## config.mk

```make
export PLATFORM = sky130hd
export DESIGN_NAME = spi_prog_loader
export DESIGN_NICKNAME = d
export VERILOG_FILES = /design/src/rtl/spi_prog_loader.sv
export SDC_FILE = /design/constraint.sdc
export NUM_CORES = 1
export LEC_CHECK = 0
export ABC_CLOCK_PERIOD_IN_PS = 3800
export CAP_MARGIN = 30
export CORE_MARGIN = 2
export CORE_UTILIZATION = 25
export CTS_BUF_LIST = sky130_fd_sc_hd__clkbuf_8
export DETAILED_ROUTE_END_ITERATION = 12
export PLACE_DENSITY = 0.47
export SLEW_MARGIN = 20
export SYNTH_ARGS = -nofsm -noshare
export SYNTH_HDL_FRONTEND = slang
export SYNTH_SLANG_ARGS = --single-unit
```

## constraint.sdc

```tcl
create_clock -name clk -period 3.8 [get_ports clk]
set_input_delay 1.14 -clock clk [delete_from_list [all_inputs] [get_ports clk]]
set_output_delay 1.14 -clock clk [all_outputs]
set_load 0.1 [all_outputs]
```

## src/rtl/spi_prog_loader.sv

```systemverilog
// rtl/spi_prog_loader.sv - SPI frame parser that loads CPU instruction memory and gates CPU reset.
// Optional checksum trailer enabled by defining SPI_PROG_LOADER_CHECKSUM_EN.
module spi_prog_loader #(
    parameter int IADDR_WIDTH = 8,
    parameter int WIDTH       = 16
) (
    input  logic                   clk,
    input  logic                   reset,
    input  logic                   new_transfer,
    input  logic                   chip_selected,
    input  logic                   word_valid,
    input  logic [WIDTH-1:0]       word,
    output logic [IADDR_WIDTH-1:0] iaddr_write,
    output logic [WIDTH-1:0]       idata_write,
    output logic                   i_write,
    output logic                   cpu_reset,
    output logic                   load_busy,
    output logic [1:0]             load_err
);

    typedef enum logic [2:0] {EMPTY, HEADER, DATA, CHECK, TAIL, RUN, ERROR} state_t;

    localparam logic [1:0] ERR_NONE  = 2'd0;
    localparam logic [1:0] ERR_LEN   = 2'd1;
    localparam logic [1:0] ERR_FRAME = 2'd2;
`ifdef SPI_PROG_LOADER_CHECKSUM_EN
    localparam logic [1:0] ERR_SUM   = 2'd3;
`endif
    localparam logic [WIDTH:0] MAX_LEN = (WIDTH+1)'(1) << IADDR_WIDTH;

    state_t                 state_q, state_d;
    logic [1:0]             err_q, err_d;
    // One bit wider than the address so a full 2^IADDR_WIDTH image counts without wrapping.
    logic [IADDR_WIDTH:0]   cnt_q, len_q;
    logic [IADDR_WIDTH-1:0] iaddr_q;
    logic [WIDTH-1:0]       idata_q;
    logic                   i_write_q, cpu_reset_q, busy_q;
    logic                   hdr_bad, last_word;
`ifdef SPI_PROG_LOADER_CHECKSUM_EN
    logic [WIDTH-1:0]       sum_q;
`endif

    assign hdr_bad   = (word == '0) || ({1'b0, word} > MAX_LEN);
    assign last_word = (cnt_q + (IADDR_WIDTH+1)'(1)) == len_q;

    always_comb begin
        state_d = state_q;
        err_d   = err_q;
        if (new_transfer) begin
            state_d = HEADER;
            err_d   = ERR_NONE;
        end else begin
            case (state_q)
                HEADER: begin
                    if (word_valid) begin
                        if (hdr_bad) begin
                            state_d = ERROR;
                            err_d   = ERR_LEN;
                        end else if (!chip_selected) begin
                            state_d = ERROR;
                            err_d   = ERR_FRAME;
                        end else begin
                            state_d = DATA;
                        end
                    end else if (!chip_selected) begin
                        state_d = ERROR;
                        err_d   = ERR_FRAME;
                    end
                end
                DATA: begin
                    if (word_valid && last_word) begin
`ifdef SPI_PROG_LOADER_CHECKSUM_EN
                        if (chip_selected) begin
                            state_d = CHECK;
                        end else begin
                            state_d = ERROR;
                            err_d   = ERR_FRAME;
                        end
`else
                        state_d = chip_selected ? TAIL : RUN;
`endif
                    end else if (!chip_selected) begin
                        state_d = ERROR;
                        err_d   = ERR_FRAME;
                    end
                end
`ifdef SPI_PROG_LOADER_CHECKSUM_EN
                CHECK: begin
                    if (word_valid) begin
                        if (word != sum_q) begin
                            state_d = ERROR;
                            err_d   = ERR_SUM;
                        end else begin
                            state_d = chip_selected ? TAIL : RUN;
                        end
                    end else if (!chip_selected) begin
                        state_d = ERROR;
                        err_d   = ERR_FRAME;
                    end
                end
`endif
                TAIL: begin
                    if (word_valid && chip_selected) begin
                        state_d = ERROR;
                        err_d   = ERR_FRAME;
                    end else if (!chip_selected) begin
                        state_d = RUN;
                    end
                end
                default: ;
            endcase
        end
    end

    always_ff @(posedge clk or negedge reset) begin
        if (!reset) begin
            state_q     <= EMPTY;
            err_q       <= ERR_NONE;
            cnt_q       <= '0;
            len_q       <= '0;
            iaddr_q     <= '0;
            idata_q     <= '0;
            i_write_q   <= 1'b0;
            cpu_reset_q <= 1'b1;
            busy_q      <= 1'b0;
`ifdef SPI_PROG_LOADER_CHECKSUM_EN
            sum_q       <= '0;
`endif
        end else begin
            state_q     <= state_d;
            err_q       <= err_d;
            cpu_reset_q <= (state_d != RUN);
            busy_q      <= (state_d inside {HEADER, DATA, CHECK, TAIL});
            i_write_q   <= 1'b0;
            if (new_transfer) begin
                cnt_q <= '0;
`ifdef SPI_PROG_LOADER_CHECKSUM_EN
                sum_q <= '0;
`endif
            end else if (word_valid) begin
                if (state_q == HEADER && !hdr_bad) begin
                    len_q <= (IADDR_WIDTH+1)'(word);
                    cnt_q <= '0;
                end
                if (state_q == DATA) begin
                    i_write_q <= 1'b1;
                    iaddr_q   <= cnt_q[IADDR_WIDTH-1:0];
                    idata_q   <= word;
                    cnt_q     <= cnt_q + (IADDR_WIDTH+1)'(1);
`ifdef SPI_PROG_LOADER_CHECKSUM_EN
                    sum_q     <= sum_q + word;
`endif
                end
            end
        end
    end

    assign iaddr_write = iaddr_q;
    assign idata_write = idata_q;
    assign i_write     = i_write_q;
    assign cpu_reset   = cpu_reset_q;
    assign load_busy   = busy_q;
    assign load_err    = err_q;

endmodule

```

Word level (Yosys, flattened, before mapping)
Cells that the tools add are included. Widths: inputs -> output; s select.

Memory bits (writable): 0. Bits in read-only memories: 0. Word-level logic and storage cells: 61. Memories: 0. Output and inout bits: 29. Bits in latches: 0. Register bits: 50.

Bitwise gates (word level): 1. Multipliers: 0. Magnitude comparators: 1. Reductions and logical operators: 14. Shift operators: 0. Add/subtract/negate cells: 1. Eq/ne operators: 11. Div/mod/pow operators: 0. Multiplexer cells: 24.

Operators with widths (number): $mux 9 (4); $mux 3 (8); $gt 16x9->1 const B (1); $logic_not 16->1 (1); $mux 2 (6); $add 9x1->9 const B (1); $eq 3x2->1 const B (3); $eq 9x9->1 (1); $ne 3x3->1 const B (3); $pmux 3 s3 (1); $reduce_and 3->1 (3); $reduce_bool 4->1 (2); $eq 3x1->1 const B (2); $eq 3x3->1 const B (2); $pmux 2 s3 (1); $mux 1 (4); $logic_and 1x1->1 (3); $reduce_bool 3->1 (1); $reduce_and 2->1 (1); $reduce_bool 2->1 (1); $logic_not 1->1 (1); $logic_or 1x1->1 (1); $not 1->1 (1).

Longest topological paths before layout
Depth in word-level cells: 8. Gate-level depth with buffers: 9. Depth with buffers taken out: 8.

Worst setup path before layout
OpenSTA, ideal clock, no wires.

Path kind: input port to flip-flop. From: in word[9]. To: reg len_q[0]. Arrival time: 2.716 ns. Cell stages on the path: 5. Required time: 3.675 ns. Slack: 0.960 ns. Buffers on the path: 0. Path through: or4_1 a211oi_2 o21ai_2 nor3_4 mux2_2.

Word-level cells in the longest chain between the ends: 5.

Ends and longest elaborated chain: start: declaration (line 12) `input logic [WIDTH-1:0] word,`; $gt 16x9->1 / $logic_not 16->1 (equally long branches) (line 43) `assign hdr_bad = (word == '0) || ({1'b0, word} > MAX_LEN);`; $logic_or 1x1->1 (*) (line 43); $logic_not 1->1 (*) (line 141) `if (state_q == HEADER && !hdr_bad) begin`; $logic_and 1x1->1 (*) (line 141); $reduce_and 3->1 (no source line) (*); end signal: assignment (line 142) `len_q <= (IADDR_WIDTH+1)'(word);`; end: declaration (line 34) `logic [IADDR_WIDTH:0] cnt_q, len_q;`.

Mark *: on every way between the ends. The rest lies on a longest branch, timed or not. A chain may end at the register's enable or synchronous reset.

Final worst setup path
From: in word[9]. To: reg len_q[4].

Same word-level chain as after synthesis.

==> metrics.txt <==
mapped cell area 0.00245 sq mm; CP Class primary input to flop; hold buffers post-CTS 0; First DRT Iteration DRCs 79; via/cell ratio 4.53; Non-Filler Instances 442; crit path max-delay cell type or4_1; register area share after synthesis 51.1%; number of global-route vias before repair 1,965; Synth top area share 50.1%; Syn Area/Cell 9.38 sq um; async set or reset register ratio after synthesis 100%; Die X 103 microns; CTS sink cnt 50; Tcrit/Tclk final 84.9%; initial antenna violation count 0; Synth Instances 261; layout cells sized above 1 18.8%; top cells by area, synth dfrtp_1 (50%), nand2_1 (12%), mux2_2 (3.7%); Synth Flop Type dfrtp_1; grt total ovfl 0; dominant cell type by area after synthesis dfrtp_1; Worst Skew 0.00560 ns; Ys Warns 0; Max rail drop VDD 0.000331 V; largest net degree at the start of global routing 34; met2 global-route usage 20.5%; final net count 330; CP peak stage delay 0.59 ns; Pre-Repair DR Iteration Count 4; Max Cap Viol 0; Seq cells post-synth 50; Post-synth EDFFs 0; detailed-route DRC error count 0; Crit path buffers/inverters 1; Vias 2,002; crit end category flop; CORE AREA 0.00964 sq mm; critical path, cell by cell clkdlybuf4s50_1 > or4_1 > a211oi_2 > o21ai_2 > nor3_4 > mux2_2; buffer count from post-CTS setup fixing 0; min Tclk post-route 3.22 ns; LEAKAGE 1.47 nW; Crit path required time 3.99 ns; Unique masters post-synth 52; CP arrival 3.42 ns; post-route ant nets 0; Syn Nets 283; Core Util, Final 32.1%; total track usage 12.6%; PostCTS Resize Cnt 0; status finished, final reports clean; drt wl/cell 13.9 microns; class of the worst hold path flop to flop; Area after DPL 0.00300 sq mm; Die Footprint 0.0106 sq mm; post-DP HPWL 4470 microns; delay-heaviest family, CP simple AND/OR/NAND/NOR gates; Clk Latency, worst-skew pair 0.30 ns; Post-synth top cells nand2_1 (78), dfrtp_1 (49), nor2_1 (11), o21ai_0 (10), mux2_2 (8); I/O Buffers 49; Layout area overhead 26.3%; top-count cell post-synth nand2_1; number of antenna diodes 0; met1 Usage GRT 17.4%; Rows 36; fin area 0.00309 sq mm; Setup TNS 0 ns; Top Ports 50; Die Span Y 103 microns; CTS clk-pin slew, worst paths 0.09 ns; clk buf depth 2; Pins Over Slew Limit 0; crit path max fanout 9; Max H-tree Level 2; TritonCTS clock tree yes; CTS buffer count 5; Detailed Route WL 6160 microns; Fin. Hold Viols 0; RSZ-0062 raised after global routing false; FMAX 0.310 GHz; Cells after DPL 434; busiest metal layer after global routing met2; Slew Limit Headroom 47.6%; GRT met3 Usage 2.37%; first-pass GRT wire length 10,400 microns; CTS root buffer clkbuf_8; Pwr Density 572 mW/mm^2; crit start category primary input; Starting Density 25.4%; Worst Max-Slew Pin Slew 0.781 ns; GP Congestion 0.801; final setup fails 0
[area by class of cell]
cell class	count	area, sq um
clock inverter	2	12.5
inverter	6	22.5
clock buffer	6	82.6
sequential	50	1250
tap	133	166
multi-input combinational	194	1130
timing repair buffer	51	428
fill	1069	6550
[metal layers]
metal | vias up | wire (microns) | share of wire [%]
met2 | 38 | 2910 | 47
met1 | 970 | 2970 | 48
met4 | 0 | 53 | 0.86
li1 | 990 | - | -
met5 | - | 0 | 0
met3 | 4 | 228 | 3.7
[registers in the layout, summed over array words and instances (netlist names)]
register     cells
idata_write     16
cnt_q            9
len_q            9
iaddr_write      8
state_q          3
load_err         2
cpu_reset        1
i_write          1
load_busy        1
[where the power goes]
part           switching (mW)  total (mW)  internal, mW
combinational           0.630       0.785         0.156
clock                   0.180       0.327         0.147
sequential             0.0476       0.654         0.607
[cell families after synthesis]
group	count (synthesis)	share of synthesized area [%]
multiplexers	11	4.96
AND/OR/NAND/NOR	129	24.9
adder cells (fa/ha/maj)	1	0.511
flip-flops	50	51.2
AO/OA/AOI/OAI	44	12.4
buffers and inverters	17	2.81
XOR/XNOR	9	3.22
[worst reg2reg max path, cell delays in order, from the launching register on]
cell and delay [ns]:
dfrtp_1 0.49, ha_1 0.30, and3_1 0.27, a31o_2 0.26, a211oi_1 0.22, o211ai_1 0.19, o21ai_1 0.28, o211ai_1 0.15
mux2i_1 0.14
[placed cells by master, fill, tap and decap left out, types with 4 or more instances in the layout]
cell / count
nand2b_1: 5
inv_1: 4
a21oi_1: 6
nor2_1: 11
clkbuf_8: 6
mux2_2: 8
o21ai_0: 10
o211ai_1: 4
nand2_1: 78
clkdlybuf4s50_1: 19
buf_4: 31
dfrtp_1: 49
xnor2_1: 6
nand3_1: 7
[through the flow]
step	total power, mW	hold WS [ns]	setup slack (ns)
after floorplan	1.26	0.480	0.960
after global placement	1.45	0.462	0.289
after detailed placement	1.46	0.463	0.255
after CTS	1.79	0.494	0.573
after global routing	1.85	0.511	0.465
final	1.77	0.486	0.575
[final timing paths]
check	startpoint	end	slack (ns)	depth (start not counted)
worst max-delay path	word[9]	len_q[4]$_DFFE_PN0P_	0.58	6
worst min-delay path	iaddr_write[4]$_DFFE_PN0P_	iaddr_write[4]$_DFFE_PN0P_	0.49	2
worst max register to register	cnt_q[0]$_DFFE_PN0P_	load_busy$_DFF_PN0_	1.38	8
worst min register to register	iaddr_write[4]$_DFFE_PN0P_	iaddr_write[4]$_DFFE_PN0P_	0.49	2
max in group asynchronous	reset	len_q[5]$_DFFE_PN0P_	2.17	2
min in group asynchronous	reset	iaddr_write[7]$_DFFE_PN0P_	0.88	1
No activity file was read; power rests on OpenSTA's default activity.
